File: src/rtl/comparador_serial_der_izq_if.sv
// Operand/result bundle for the bit-serial comparator; the requester drives the master side.
// Relation codes on (y,z): EQ=01, GT=10, LT=11, 00 = no result.
interface comparador_serial_der_izq_if #(
  parameter int N = 4
);
  logic         start;
  logic [N-1:0] A;
  logic [N-1:0] B;
  logic         busy;
  logic         done;
  logic         y;
  logic         z;
  logic         valid;

  modport master (
    output start, A, B,
    input  busy, done, y, z, valid
  );

  modport slave (
    input  start, A, B,
    output busy, done, y, z, valid
  );
endinterface

File: src/rtl/comparador_serial_der_izq.sv
// LSB-first bit-serial magnitude comparator: one bit per clock, done N edges after start acceptance.
// No backpressure: start is taken only while not busy (IDLE or DONE), ignored during the scan.
module comparador_serial_der_izq #(
  parameter int N = 4
) (
  input  logic                         clk,
  input  logic                         rst_n,
  comparador_serial_der_izq_if.slave   bus
);

  localparam int CW = (N > 1) ? $clog2(N) : 1;

  localparam logic [1:0] REL_NONE = 2'b00;
  localparam logic [1:0] REL_EQ   = 2'b01;
  localparam logic [1:0] REL_GT   = 2'b10;
  localparam logic [1:0] REL_LT   = 2'b11;

  typedef enum logic [1:0] {
    S_IDLE  = 2'd0,
    S_SHIFT = 2'd1,
    S_DONE  = 2'd2
  } state_t;

  state_t        state_q, state_d;
  logic [CW-1:0] cnt_q, cnt_d;
  logic [N-1:0]  a_q, a_d;
  logic [N-1:0]  b_q, b_d;
  logic [1:0]    rel_q, rel_d;
  logic          valid_q, valid_d;

  always_ff @(posedge clk or negedge rst_n) begin
    if (!rst_n) begin
      state_q <= S_IDLE;
      cnt_q   <= '0;
      a_q     <= '0;
      b_q     <= '0;
      rel_q   <= REL_NONE;
      valid_q <= 1'b0;
    end else begin
      state_q <= state_d;
      cnt_q   <= cnt_d;
      a_q     <= a_d;
      b_q     <= b_d;
      rel_q   <= rel_d;
      valid_q <= valid_d;
    end
  end

  always_comb begin
    state_d = state_q;
    cnt_d   = cnt_q;
    a_d     = a_q;
    b_d     = b_q;
    rel_d   = rel_q;
    valid_d = valid_q;

    case (state_q)
      S_IDLE, S_DONE: begin
        if (bus.start) begin
          state_d = S_SHIFT;
          a_d     = bus.A;
          b_d     = bus.B;
          cnt_d   = '0;
          rel_d   = REL_EQ;
          valid_d = 1'b0;
        end else begin
          state_d = S_IDLE;
        end
      end

      S_SHIFT: begin
        // Later (more significant) bits overwrite whatever the lower bits decided.
        if (a_q[0] && !b_q[0]) begin
          rel_d = REL_GT;
        end else if (!a_q[0] && b_q[0]) begin
          rel_d = REL_LT;
        end
        a_d   = a_q >> 1;
        b_d   = b_q >> 1;
        cnt_d = cnt_q + CW'(1);
        if (cnt_q == CW'(N - 1)) begin
          state_d = S_DONE;
          valid_d = 1'b1;
        end
      end

      default: begin
        state_d = S_IDLE;
      end
    endcase
  end

  assign bus.busy  = (state_q == S_SHIFT);
  assign bus.done  = (state_q == S_DONE);
  assign bus.valid = valid_q;
  assign bus.y     = rel_q[1];
  assign bus.z     = rel_q[0];

endmodule

File: src/flat_wrapper.sv
// flat-port wrapper written by rule: the top's interface ports become plain ports
module comparador_serial_der_izq_flat 
#(
  parameter int N = 4
)
  (clk, rst_n, bus_start, bus_A, bus_B, bus_busy, bus_done, bus_y, bus_z, bus_valid);
  comparador_serial_der_izq_if #(.N(N)) bus_i ();
  input  logic clk;
  input  logic rst_n;
  input wire logic [$bits(bus_i.start)-1:0] bus_start;
  input wire logic [$bits(bus_i.A)-1:0] bus_A;
  input wire logic [$bits(bus_i.B)-1:0] bus_B;
  output wire logic [$bits(bus_i.busy)-1:0] bus_busy;
  output wire logic [$bits(bus_i.done)-1:0] bus_done;
  output wire logic [$bits(bus_i.y)-1:0] bus_y;
  output wire logic [$bits(bus_i.z)-1:0] bus_z;
  output wire logic [$bits(bus_i.valid)-1:0] bus_valid;
  assign bus_i.start = bus_start;
  assign bus_i.A = bus_A;
  assign bus_i.B = bus_B;
  assign bus_busy = bus_i.busy;
  assign bus_done = bus_i.done;
  assign bus_y = bus_i.y;
  assign bus_z = bus_i.z;
  assign bus_valid = bus_i.valid;
  comparador_serial_der_izq #(.N(N)) u_core (.clk(clk), .rst_n(rst_n), .bus(bus_i));
endmodule
File: config.mk
export PLATFORM = sky130hd
export DESIGN_NAME = comparador_serial_der_izq_flat
export DESIGN_NICKNAME = d
export VERILOG_FILES = /design/src/rtl/comparador_serial_der_izq_if.sv /design/src/rtl/comparador_serial_der_izq.sv /design/src/flat_wrapper.sv
export SDC_FILE = /design/constraint.sdc
export NUM_CORES = 1
export LEC_CHECK = 0
export CAP_MARGIN = 20
export CORE_MARGIN = 3
export CORE_UTILIZATION = 37
export DETAILED_ROUTE_END_ITERATION = 6
export PLACE_DENSITY = 0.67
export SLEW_MARGIN = 20
export SYNTH_ARGS = -nofsm -noshare
export SYNTH_HDL_FRONTEND = slang
export SYNTH_SLANG_ARGS = --single-unit
File: constraint.sdc
create_clock -name clk -period 1.3 [get_ports clk]
set_input_delay 0.26 -clock clk [delete_from_list [all_inputs] [get_ports clk]]
set_output_delay 0.26 -clock clk [all_outputs]
set_load 0.005 [all_outputs]
==> results of run 1 <==
## flip-flops by register name, indices dropped and copies added (netlist names)
signal / flops
u_core.rel_q: 2
u_core.b_q: 4
u_core.cnt_q: 2
u_core.a_q: 4
u_core.state_q: 2
u_core.bus.valid: 1
## power by group through the flow
stage               combinational, mW  sequential (mW)  clock [mW]
floorplan                       0.746            0.819           0
global placement                 1.08            0.846           0
detailed placement               1.09            0.860           0
CTS                              1.22            0.844       0.274
global route                     1.51            0.862       0.294
finish                           1.36            0.837       0.263
## cells in the mapped netlist
cell / instances / share of area [%]
dfrtp_1: 15 / 49
o21ai_1: 6 / 3.9
mux2i_1: 5 / 6.5
nor2_1: 5 / 2.5
nor2b_1: 5 / 4.1
a211oi_1: 4 / 3.9
a21oi_1: 4 / 2.6
inv_1: 3 / 1.5
a22o_1: 2 / 2.3
and2b_1: 2 / 2.0
buf_4: 2 / 2.0
ha_1: 2 / 3.3
nand2b_1: 2 / 1.6
nor3_1: 2 / 1.3
o21ai_0: 2 / 1.3
o22ai_1: 2 / 1.6
and2_1: 1 / 0.82
buf_2: 1 / 0.65
buf_6: 1 / 1.5
inv_2: 1 / 0.49
mux2_2: 1 / 1.5
nand2_1: 1 / 0.49
nand2b_2: 1 / 1.1
nand3_1: 1 / 0.65
o311ai_1: 1 / 1.1
o31a_1: 1 / 1.1
xnor2_1: 1 / 1.1
## critical path, stage by stage, from the launching register on
cell and delay (ps):
dfrtp_2 440, buf_6 130, buf_6 110, buf_6 100, and2b_2 240, nor2_2 30
a22o_1 180
## cell families (layout without fill, tap and decap cells)
group / after synthesis / count (layout) / share of synthesized area, %
multiplexers: 6 / 6 / 8.007
AND/OR/NAND/NOR: 20 / 20 / 14.54
adder cells (fa/ha/maj): 2 / 2 / 3.267
AO/OA/AOI/OAI: 22 / 22 / 17.97
XOR/XNOR: 1 / 1 / 1.144
buffers and inverters: 8 / 43 / 6.044
flip-flops: 15 / 15 / 49.02
## repair_timing
item / 4_1_cts / 5_1_grt
hold buffers: 0 / 0
buffers inserted: 5 / 5
endpoints found under the setup margin: 5 / 9
pin swaps: 0 / 1
resized for setup: 15 / 4
gates cloned: 0 / 0
## routing by layer
layer	vias up	wire length (um)
li1	330	-
met1	323	797
met2	12	831
met3	2	72
met4	0	11
met5	-	0
## final cells by class
| type | count | area (um^2) |
|---|---|---|
| well taps | 25 | 31.28 |
| inverters | 4 | 15.01 |
| fillers | 174 | 728.2 |
| flip-flops and latches | 15 | 376.6 |
| clock buffers | 4 | 26.28 |
| repair buffers | 35 | 301.5 |
| multi-input cells | 51 | 360.3 |
## metrics by stage
step                      power, mW  hold WS, ps  worst slack (ps)  utilization [%]
after floorplan               1.565       -35.59             100.9                -
after global placement        1.922        486.3            -108.5            53.88
after detailed placement      1.949        506.1            -142.3            53.88
after CTS                     2.333        285.7            -122.8            58.10
after global routing          2.667        280.2            -85.28            60.41
final                         2.462        285.0            -47.37            60.41
## worst min-delay path by stage
stage	to	depth (start not counted)	slack [ps]
after CTS	u_core.b_q[2]	2	290
after detailed placement	u_core.rel_q[0]	1	510
after global placement	u_core.rel_q[0]	1	490
final	u_core.rel_q[1]	2	290
after floorplan	u_core.a_q[0]	0	-40
after global routing	u_core.b_q[0]	2	280
==> flow_metrics.env, run 1 <==
export IMPL_cap_violations=0
export IMPL_critPathKind="flop to flop"
export IMPL_status="complete, but fails checks"
export IMPL_grt_overflow=0
export IMPL_p_clk_share_pct=10.7
export IMPL_final_nets=123
export IMPL_clkSlewWorstSetupHoldPaths_ps=90
export IMPL_crit_path_end_kind="flop"
export IMPL_combPwrFrac_pct=55.3
export IMPL_ys_seq_area_share_pct=49.02
export IMPL_num_rows=15
export IMPL_ios=16
export IMPL_fp_dieW_um=51.49
export IMPL_first_iter_violations=7
export IMPL_dp_hpwl_um=1144
export IMPL_vias=667
export IMPL_first_pass_iters=2
export IMPL_fin_crit_ps=1347
export IMPL_first_global_vias=622
export IMPL_clock_path_buffers=2
export IMPL_synth_cells=74
export IMPL_hold_viol=0
export IMPL_postPlaceCellArea_um2=991.0
export IMPL_rr_startpoint="u_core.state_q[0]"
export IMPL_critPathLaunchType="flop"
export IMPL_crit_required_ps=1480
export IMPL_setup_tns_ps=-97.24
export IMPL_via_per_inst=4.978
export IMPL_gp_congestion=0.8652
export IMPL_crit_path_max_fanout=4
export IMPL_hold_class="input pin to asynchronous set/reset pin"
export IMPL_antenna_left=0
export IMPL_setup_viol=3
export IMPL_crit_path_end="u_core.a_q[3]"
export IMPL_tightest_slew_ps=230.4
export IMPL_grt_use_total_pct=14.02
export IMPL_cts_made_buffers=3
export IMPL_rr_worst_depth=6
export IMPL_p_int_mw=1.590
export IMPL_power_density_mw_per_mm2=2216
export IMPL_core_mm2=0.001839
export IMPL_netlist_area_um2=765.7
export IMPL_cp_startpoint="u_core.state_q[0]"
export IMPL_clock_latency_ps=280
export IMPL_rsz0062_at_grt="true"
export IMPL_dieArea_mm2=0.002651
export IMPL_grt_pass1_wl_um=2753
export IMPL_htreeDepth=1
export IMPL_ir_drop_mv=1.236
export IMPL_timing_final_crit_share_pct=103.6
export IMPL_violations="negative setup slack"
export IMPL_cts_tree="yes"
export IMPL_finClkSkew_ps=3.185
export IMPL_drc=0
export IMPL_clock_fmax_mhz=742.2
export IMPL_globalRouteMet3Util_pct=5.731
export IMPL_switching_share_pct=35.43
export IMPL_power_frac_seq_pct=34.0
export IMPL_antenna_cells=0
export IMPL_dp_cells=120
export IMPL_p_leak_nw=0.5003
export IMPL_r2r_end="u_core.a_q[3]"
export IMPL_cts_root_buffer="clkbuf_4"
export IMPL_layout_commonest_cell="buf_4"
export IMPL_io_buffers=15
export IMPL_met2_usage_pct=21.19
export IMPL_switchingPower_mw=0.8724
export IMPL_cp_arrival_ps=1530
export IMPL_top_usage_layer="met2"
export IMPL_finalInstanceArea_mm2=0.001111
export IMPL_synth_seq_cells=15
export IMPL_fin_cells=134
export IMPL_initial_utilization_pct=41.63
export IMPL_yosys_warnings=0
export IMPL_grt_max_degree=16
export IMPL_met1_usage_pct=18.40
export IMPL_clock_sinks=15
export IMPL_routed_wl_um=1713
export IMPL_maxSlewHeadroom_pct=84.39
export IMPL_netlist_cell_type_count=27
export IMPL_final_cell_mix="16 x buf_4, 14 x dfrtp_1, 10 x clkdlybuf4s50_1, 6 x o21ai_1, 5 x mux2i_1"
export IMPL_wire_per_inst_um=12.78
export IMPL_avgSynthCellArea_um2=10.35
export IMPL_antenna_found_initial=0
export IMPL_drive_gt1_share_pct=29.36
export IMPL_slew_violations=0
export IMPL_ff2ff_setup_slack_ps=-50
export IMPL_fin_ws_ps=-47.37
export IMPL_die_h_um=51.49
export IMPL_syn_nets=87
export IMPL_syn2layout_area_growth_pct=45.10
Power figures use the tool's default switching activity.
==> run 2, diff against run 1 <==
--- a/config.mk
+++ b/config.mk
@@ -7,9 +7,9 @@
 export LEC_CHECK = 0
 export CAP_MARGIN = 20
 export CORE_MARGIN = 3
-export CORE_UTILIZATION = 37
+export CORE_UTILIZATION = 40
 export DETAILED_ROUTE_END_ITERATION = 6
-export PLACE_DENSITY = 0.67
+export PLACE_DENSITY = 0.72
 export SLEW_MARGIN = 20
 export SYNTH_ARGS = -nofsm -noshare
 export SYNTH_HDL_FRONTEND = slang
==> run 2 against run 1 <==
Net effect:
- the flow now finishes without violations
- critical path type is now flop to primary output
- cell area shrank 5.7%
- power is 5.0% lower
- critical path depth shrank 3
- die area down 6.6%
- clock power down 2%
- largest cell class unchanged
- sequential power rose by 1%
- sequential share of layout area grew 2.1 points
- critical endpoint is now bus_done
- combinational power down 9.6%
==> flow_metrics.env, run 2 (same netlist as run 1, synthesis figures left out) <==
export IMPL_cap_violations=0
export IMPL_slew_violations=0
export IMPL_rsz0062_at_grt="true"
export IMPL_dieArea_mm2=0.002476
export IMPL_setup_viol=0
export IMPL_setup_tns_ps=0
export IMPL_maxSlewHeadroom_pct=85.03
export IMPL_via_per_inst=5.112
export IMPL_fin_crit_ps=1283
export IMPL_worstPathCellList="buf_6 > nor2b_4 > buf_2"
export IMPL_clock_sinks=15
export IMPL_ios=16
export IMPL_drive_gt1_share_pct=23.00
export IMPL_first_pass_iters=4
export IMPL_first_global_vias=631
export IMPL_postPlaceCellArea_um2=968.4
export IMPL_final_cell_mix="14 x dfrtp_1, 10 x clkdlybuf4s50_1, 8 x buf_4, 6 x o21ai_1"
export IMPL_layout_commonest_cell="dfrtp_1"
export IMPL_status="completed"
export IMPL_hold_class="input pin to asynchronous set/reset pin"
export IMPL_grt_overflow=0
export IMPL_vias=639
export IMPL_final_nets=114
export IMPL_grt_pass1_wl_um=2594
export IMPL_fp_dieW_um=49.76
export IMPL_clock_fmax_mhz=779.5
export IMPL_cp_arrival_ps=1020
export IMPL_initial_utilization_pct=43.40
export IMPL_holdBufCountCts=0
export IMPL_die_h_um=49.76
export IMPL_grt_use_total_pct=13.66
export IMPL_clock_latency_ps=270
export IMPL_crit_required_ps=1040
export IMPL_critPathKind="flop to primary output"
export IMPL_antenna_found_initial=0
export IMPL_first_iter_violations=16
export IMPL_cts_tree="yes"
export IMPL_crit_path_max_fanout=2
export IMPL_antenna_left=0
export IMPL_finalInstanceArea_mm2=0.001047
export IMPL_slowest_stage="dfrtp_1"
export IMPL_timing_final_crit_share_pct=98.68
export IMPL_gp_congestion=0.6920
export IMPL_cts_root_buffer="clkbuf_4"
export IMPL_syn2layout_area_growth_pct=36.76
export IMPL_p_leak_nw=0.4563
export IMPL_htreeDepth=1
export IMPL_critPathLaunchType="flop"
export IMPL_power_density_mw_per_mm2=2233
export IMPL_largestRegisters="u_core.a_q (4), u_core.b_q (4)"
export IMPL_dp_hpwl_um=1101
export IMPL_io_buffers=15
export IMPL_clock_path_buffers=2
export IMPL_wire_per_inst_um=12.37
export IMPL_num_rows=15
export IMPL_tightest_slew_ps=224.2
export IMPL_crit_path_end_kind="primary output"
export IMPL_core_mm2=0.001764
export IMPL_finClkSkew_ps=3.386
export IMPL_drc=0
export IMPL_hold_viol=0
export IMPL_grt_max_degree=21
export IMPL_ir_drop_mv=1.006
export IMPL_cts_made_buffers=3
export IMPL_antenna_cells=0
export IMPL_routed_wl_um=1546
export IMPL_n_fill_cell=173
export IMPL_clkSlewWorstSetupHoldPaths_ps=90
export IMPL_cp_slowest_stage_delay_ps=400
-- run 2: final timing paths --
path,startpoint,endpoint,slack [ps],depth (start not counted)
setup / recovery,u_core.state_q[1],bus_done,20,3
hold / removal,rst_n,u_core.state_q[1],290,2
setup reg to reg,u_core.state_q[1],u_core.cnt_q[1],40,4
hold reg to reg,u_core.a_q[3],u_core.a_q[3],530,1
max in group asynchronous,rst_n,u_core.state_q[0],830,2
min in group clk,u_core.a_q[3],u_core.a_q[3],530,1
-- run 2: area by class of cell --
type	instances	area (um^2)	share of cell area, %
Timing Repair Buffer	26	230.2	21.98
Sequential cell	15	376.6	35.96
Multi-Input combinational cell	51	367.9	35.13
Inverter	4	15.01	1.434
Clock buffer	4	26.28	2.509
Tap cell	25	31.28	2.987
-- run 2: power breakdown --
part,switching [mW],internal [mW],total [mW]
Sequential,0.159,0.689,0.848
Clock,0.140,0.119,0.259
Combinational,0.553,0.678,1.23
Total,0.852,1.49,2.34
-- run 2: metrics by stage --
step | cells | hold slack (ps) | utilization (%) | setup WS (ps) | total power [mW]
after detailed placement | 117 | 490.9 | 54.89 | -93.00 | 1.954
final | 125 | 287.8 | 59.36 | 17.16 | 2.338
after CTS | 125 | 293.9 | 57.80 | -7.011 | 2.264
after global routing | 125 | 298.1 | 59.36 | -21.81 | 2.541
after floorplan | 74 | -35.59 | - | 100.9 | 1.565
after global placement | 117 | 485.7 | 54.89 | -82.84 | 1.903
-- run 2: worst max-delay path, delay by kind of cell, from the launching register on --
family	cells	cell delay, ps
buffers and inverters	2	240
and+or+nand+nor	1	110
DFF	1	400
-- run 2: what timing repair did --
| action | in CTS | in global routing |
|---|---|---|
| endpoints found under the setup margin | 5 | 5 |
| resized for setup | 13 | 7 |
| setup buffers | 4 | 0 |
-- run 2: per-layer routing --
| layer | routed length (um) | part of all wire (%) | global-route usage [%] |
|---|---|---|---|
| met5 | 0 | 0 | 0 |
| met4 | 6 | 0.39 | 4.147 |
| met3 | 75 | 4.9 | 3.021 |
| met2 | 812 | 53 | 22.47 |
| met1 | 652 | 42 | 17.86 |
